===== src/rtl/pool_pkg.sv =====
// Shared constants and width helpers for the pooling_nc datapath.
package pool_pkg;

  localparam logic POOL_MAX = 1'b0;
  localparam logic POOL_AVG = 1'b1;

  typedef enum logic {
    ST_FIRST = 1'b0,
    ST_ACC   = 1'b1
  } pool_state_e;

  function automatic int pool_dw(input int width_data, input int width_kernel);
    return width_data + width_kernel + 4;
  endfunction

  function automatic int pool_clog2(input int n);
    int r;
    r = 0;
    for (int i = 0; i < 31; i++) begin
      if ((1 << i) < n) r = i + 1;
    end
    return r;
  endfunction

endpackage


===== src/rtl/pool_lane.sv =====
// One pooling lane: accumulator, max compare / average add, and the final divide.
// The average adder exists only when POOL_AVG_EN is defined.
module pool_lane
  import pool_pkg::*;
#(
  parameter int DW     = 28,
  parameter int CW     = 2,
  parameter int SIGNED = 1
) (
  input  logic          clk,
  input  logic          rst,
  input  logic          load_i,
  input  logic          fold_i,
  input  logic          mode_i,
  input  logic [DW-1:0] sample_i,
  output logic [DW-1:0] result_o
);

`ifdef POOL_AVG_EN
  localparam int AW = DW + CW;
`else
  localparam int AW = DW;
`endif

  logic [AW-1:0] acc_q;
  logic [AW-1:0] acc_d;
  logic [AW-1:0] sample_ext;
  logic          sample_gt;
  logic [DW-1:0] avg_res;

  always_comb begin
    sample_ext = AW'(sample_i);
    if (SIGNED != 0) begin
      sample_ext = AW'($signed(sample_i));
      sample_gt  = $signed(sample_ext) > $signed(acc_q);
    end else begin
      sample_gt  = sample_ext > acc_q;
    end
  end

  // acc_d is the window value including the current beat; it also feeds the result.
  always_comb begin
    acc_d = acc_q;
    if (load_i) begin
      acc_d = sample_ext;
`ifdef POOL_AVG_EN
    end else if (mode_i == POOL_AVG) begin
      acc_d = acc_q + sample_ext;
`endif
    end else if (sample_gt) begin
      acc_d = sample_ext;
    end
  end

`ifdef POOL_AVG_EN
  // Taking bits [CW +: DW] is the right shift by CW with floor rounding.
  assign avg_res = acc_d[CW +: DW];
`else
  assign avg_res = acc_d[DW-1:0];
`endif

  assign result_o = (mode_i == POOL_AVG) ? avg_res : acc_d[DW-1:0];

  always_ff @(posedge clk) begin
    if (rst) begin
      acc_q <= '0;
    end else if (load_i || fold_i) begin
      acc_q <= acc_d;
    end
  end

endmodule


===== src/rtl/pooling_nc.sv =====
// Multi-channel non-overlapping 1-D pooling with valid/ready on both sides.
// Define POOL_AVG_EN to build the average-pooling datapath; otherwise max only.
module pooling_nc
  import pool_pkg::*;
#(
  parameter  int WIDTH_DATA   = 16,
  parameter  int WIDTH_KERNEL = 8,
  parameter  int POOL_SIZE    = 4,
  parameter  int CHANNELS     = 4,
  parameter  int SIGNED       = 1,
  localparam int DW           = pool_dw(WIDTH_DATA, WIDTH_KERNEL),
  localparam int CW           = pool_clog2(POOL_SIZE)
) (
  input  logic                   clk,
  input  logic                   rst,
  input  logic                   valid_i,
  output logic                   ready_o,
  input  logic [CHANNELS*DW-1:0] data_i,
  input  logic                   last_i,
  input  logic                   mode_i,
  output logic                   valid_o,
  input  logic                   ready_i,
  output logic [CHANNELS*DW-1:0] data_o
);

`ifdef POOL_AVG_EN
  localparam logic AVG_EN = 1'b1;
`else
  localparam logic AVG_EN = 1'b0;
`endif

  // Handshake: a beat moves when valid_i && ready_o; a result moves when
  // valid_o && ready_i. A pending result blocks input unless it is popped this cycle.
  pool_state_e           state_q, state_d;
  logic [CW-1:0]         cnt_q, cnt_d;
  logic                  mode_q, mode_d;
  logic                  valid_q, valid_d;
  logic [CHANNELS*DW-1:0] data_q, data_d;
  logic [CHANNELS*DW-1:0] lane_res;
  logic                  accept;
  logic                  complete;
  logic                  load;
  logic                  fold;
  logic                  req_mode;
  logic                  eff_mode;

  assign ready_o  = !valid_q || ready_i;
  assign accept   = valid_i && ready_o;
  assign load     = accept && (state_q == ST_FIRST);
  assign fold     = accept && (state_q == ST_ACC);
  assign complete = accept && (last_i || (cnt_q == CW'(POOL_SIZE - 1)));
  assign req_mode = AVG_EN ? mode_i : POOL_MAX;
  // The first beat of a window uses the live mode; later beats use the captured one.
  assign eff_mode = (state_q == ST_FIRST) ? req_mode : mode_q;

  for (genvar k = 0; k < CHANNELS; k++) begin : g_lane
    pool_lane #(
      .DW    (DW),
      .CW    (CW),
      .SIGNED(SIGNED)
    ) u_lane (
      .clk     (clk),
      .rst     (rst),
      .load_i  (load),
      .fold_i  (fold),
      .mode_i  (eff_mode),
      .sample_i(data_i[k*DW +: DW]),
      .result_o(lane_res[k*DW +: DW])
    );
  end

  always_comb begin
    state_d = state_q;
    cnt_d   = cnt_q;
    mode_d  = mode_q;
    valid_d = valid_q;
    data_d  = data_q;
    if (valid_q && ready_i) valid_d = 1'b0;
    if (load) mode_d = req_mode;
    if (accept) begin
      if (complete) begin
        state_d = ST_FIRST;
        cnt_d   = '0;
        valid_d = 1'b1;
        data_d  = lane_res;
      end else begin
        state_d = ST_ACC;
        cnt_d   = cnt_q + 1'b1;
      end
    end
  end

  always_ff @(posedge clk) begin
    if (rst) begin
      state_q <= ST_FIRST;
      cnt_q   <= '0;
      mode_q  <= POOL_MAX;
      valid_q <= 1'b0;
      data_q  <= '0;
    end else begin
      state_q <= state_d;
      cnt_q   <= cnt_d;
      mode_q  <= mode_d;
      valid_q <= valid_d;
      data_q  <= data_d;
    end
  end

  assign valid_o = valid_q;
  assign data_o  = data_q;

endmodule

===== config.mk =====
export PLATFORM = sky130hd
export DESIGN_NAME = pooling_nc
export DESIGN_NICKNAME = d
export VERILOG_FILES = /design/src/rtl/pool_pkg.sv /design/src/rtl/pool_lane.sv /design/src/rtl/pooling_nc.sv
export SDC_FILE = /design/constraint.sdc
export NUM_CORES = 1
export LEC_CHECK = 0
export CORE_MARGIN = 2
export CORE_UTILIZATION = 53
export CTS_CLUSTER_DIAMETER = 200
export DETAILED_ROUTE_END_ITERATION = 16
export PLACE_DENSITY = 0.79
export SYNTH_ARGS = -nofsm -noshare
export SYNTH_HDL_FRONTEND = slang
export SYNTH_HIERARCHICAL = 1
export SYNTH_SLANG_ARGS = --single-unit

===== constraint.sdc =====
create_clock -name clk -period 6.9 [get_ports clk]
set_input_delay 0.69 -clock clk [delete_from_list [all_inputs] [get_ports clk]]
set_output_delay 0.69 -clock clk [all_outputs]
set_load 0.01 [all_outputs]

==> metrics.md <==
| Metric | Value |
|---|---|
| Status | `finished, final reports clean` |
| Final setup violation count | `0` |
| Clock sinks | `around 230` |
| Sequential share of power | `about 40%` |
| Headroom to the max-slew limit | `32.2%` |
| Leakage dissipation | `roughly 7.1 nW` |
| Path category of the worst min-delay check | `flip-flop to flip-flop` |
| Maximum frequency from static timing analysis | `roughly 0.27 GHz` |
| Setup repair after global routing missed its margin | `false` |
| Worst Tran Pin Value | `roughly 1.0 ns` |
| Psw | `~1.0 mW` |
| Worst Path Max Fanout | `16` |
| Final ANT Viol Nets | `0` |
| First-pass GRT wire length | `about 52000 um` |
| Routed via count divided by cell count | `about 5.2` |
| WP data required | `7.29 ns` |
| Overall Global Routing Usage | `between 20% and 30%` |
| Share of the clock period used by the worst path | `53.5%` |
| Number of optimization iterations in the first detailed-route pass | `4` |
| Root buf cell | `clkbuf_16` |
| Number of fillers in the final layout | `around 2200` |
| Gr ovfl total | `0` |
| Clock power share | `a little over a third` |
| Layout net count | `slightly below 2000` |
| Post-CTS Repair Setup Buffers | `0` |
| TritonCTS clock tree | `yes` |
| Clock slew seen by the registers of the worst setup and hold paths | `0.06 ns` |
| IO buf count | `230` |
| TritonCTS buffer count | `26` |
| Starting Density | `between 50% and 60%` |
| Total number of placement rows | `60` |
| Area of the die | `28800 sq um` |
| Combinational cell fraction of total power | `23.3%` |
| Antenna violations before repair | `2` |
| Mapped cell area | `approximately 15000 sq um` |
| Quantity of hold-fixing buffers added after cts | `0` |
| Mean post-synth cell area | `between 9 and 10 sq um` |
| Wire length after detailed routing | `31700 um` |
| Kind of end point of the critical path | `flip-flop` |
| Buffer levels on the longest clock path | `3` |
| Cell depth of the worst flop-to-flop path | `12` |
| Crit path arrival time | `slightly above 4 ns` |
| Final core utilization | `between 60% and 70%` |
| Number of global-route vias before repair | `roughly 11000` |
| Slew Viols, Final | `0` |
| Starting DRT DRC Count | `a little under 500` |
| Layout area overhead | `21.5%` |
| DRC violations left | `0` |
| Pin count of the biggest net entering global routing | `229` |
| Share of layout cells above drive strength 1 | `roughly 7%` |
| Max VDD drop | `0.146 mV` |
| Number of nets produced by synthesis | `around 1800` |
| Number of gates given a new drive strength after cts | `0` |
| Total number of H-tree levels | `1` |
| Category of the critical setup timing path | `input pin to flip-flop` |
| Switching share of power | `27.7%` |
| Die height | `approximately 170 um` |
| Number of cells on the worst hold path | `2` |
| Number of max-cap violations | `0` |
| Final total negative setup slack | `0 ns` |
| Crit path launch type | `input pin` |
| Final hold violation count | `0` |
| Mean routed wirelength per cell | `about 15 um` |
| Reg area | `around 4600 sq um` |
| Setup Skew | `approximately 0.012 ns` |
| Final Critical Period | `around 3.7 ns` |
| Clock insertion delay at the later pin of the skew report | `~0.53 ns` |
| Design internal power | `between 2 and 3 mW` |
| Total area of multi-input combinational cells | `approximately 9000 sq um` |
| Count of yosys warnings during synthesis | `6` |
| Area of the placeable core | `~27000 sq um` |
| Cell count after synthesis | `about 1500` |
| Number of top-level design ports | `approximately 230` |
| Post-DP HPWL | `between 20000 and 25000 um` |
| Die boundary width | `170 um` |
| Areal power density over the cells | `approximately 210 nW/um^2` |
| Last weighted congestion value of the routability-driven placer | `just under 0.8` |
| Total vias in the final route | `10852` |
-- cell usage in the layout (no fill, tap or decap), drive strengths merged, types with 5 or more instances in the layout --
cell           count
nand2b           456
clkdlybuf4s50    229
dfxtp            228
mux2i            224
inv              114
ha               113
mux2             112
a21oi             54
clkbuf            36
nand4             29
o21ai             18
nand2             16
buf               13
nor3              11
nor2               9
a21o               8
or3                5
clkinv             5
nor2b              5
and3               5
-- worst paths after layout --
kind,endpoint,from,slack (ns)
max,data_o[57]$_SDFFE_PP0P_,valid_i,3.21
min,data_o[110]$_SDFFE_PP0P_,data_o[110]$_SDFFE_PP0P_,0.47
max reg2reg,data_o[3]$_SDFFE_PP0P_,g_lane[0].u_lane/acc_q[21]$_SDFFE_PP0P_,3.53
min reg2reg,data_o[110]$_SDFFE_PP0P_,data_o[110]$_SDFFE_PP0P_,0.47
-- flip-flops by register name (all words and copies together) (netlist names) --
signal / count
g_lane.u_lane/acc_q: 112
cnt_q: 2
valid_o: 1
state_q: 1
data_o: 112
-- metal layers --
layer	vias up	GRT usage [%]	wire length (um)
met5	-	0	0
met4	0	6.99	930
met3	54	4.84	1900
met2	208	37.4	14700
met1	5077	26.8	14200
li1	5513	-	-
-- layout make-up --
class / count / area share, %
clock buffer: 35 / 4.27
multi-input combinational: 1103 / 51.0
antenna: 2 / 0.0283
tap: 341 / 2.41
clock inverter: 9 / 0.438
sequential: 228 / 25.8
timing repair buffer: 243 / 13.6
inverter: 114 / 2.42
-- worst max-delay path, stage by stage --
cell	delay (ns)
clkdlybuf4s50_1	0.54
inv_2	0.08
nor3_2	0.65
buf_4	0.31
or4b_1	0.13
a221oi_1	0.04
and3_4	0.19
nor3_4	0.55
buf_4	0.39
mux2_1	0.36
nand2b_1	0.08
mux2i_1	0.07
-- metrics by stage --
step           hold WS (ns)  total power, mW  area, sq um  cells  setup slack [ns]
6_report              0.468             3.70        17700   2075              3.21
2_1_floorplan         0.453             2.10        14600   1527              3.91
3_3_place_gp          0.457             2.35        16900   2029              2.71
5_1_grt               0.482             3.90        17700   2074              3.00
3_5_place_dp          0.460             2.37        16900   2029              2.65
4_1_cts               0.473             3.75        17700   2073              3.20
-- power by group through the flow --
| stage | registers, mW | logic, mW | clock network (mW) |
|---|---|---|---|
| 2_1_floorplan | 1.52 | 0.585 | 0 |
| 3_5_place_dp | 1.51 | 0.862 | 0 |
| 4_1_cts | 1.49 | 0.870 | 1.39 |
| 6_report | 1.48 | 0.861 | 1.35 |
| 3_3_place_gp | 1.51 | 0.842 | 0 |
| 5_1_grt | 1.50 | 0.957 | 1.44 |
Power figures use the tool's default switching activity.
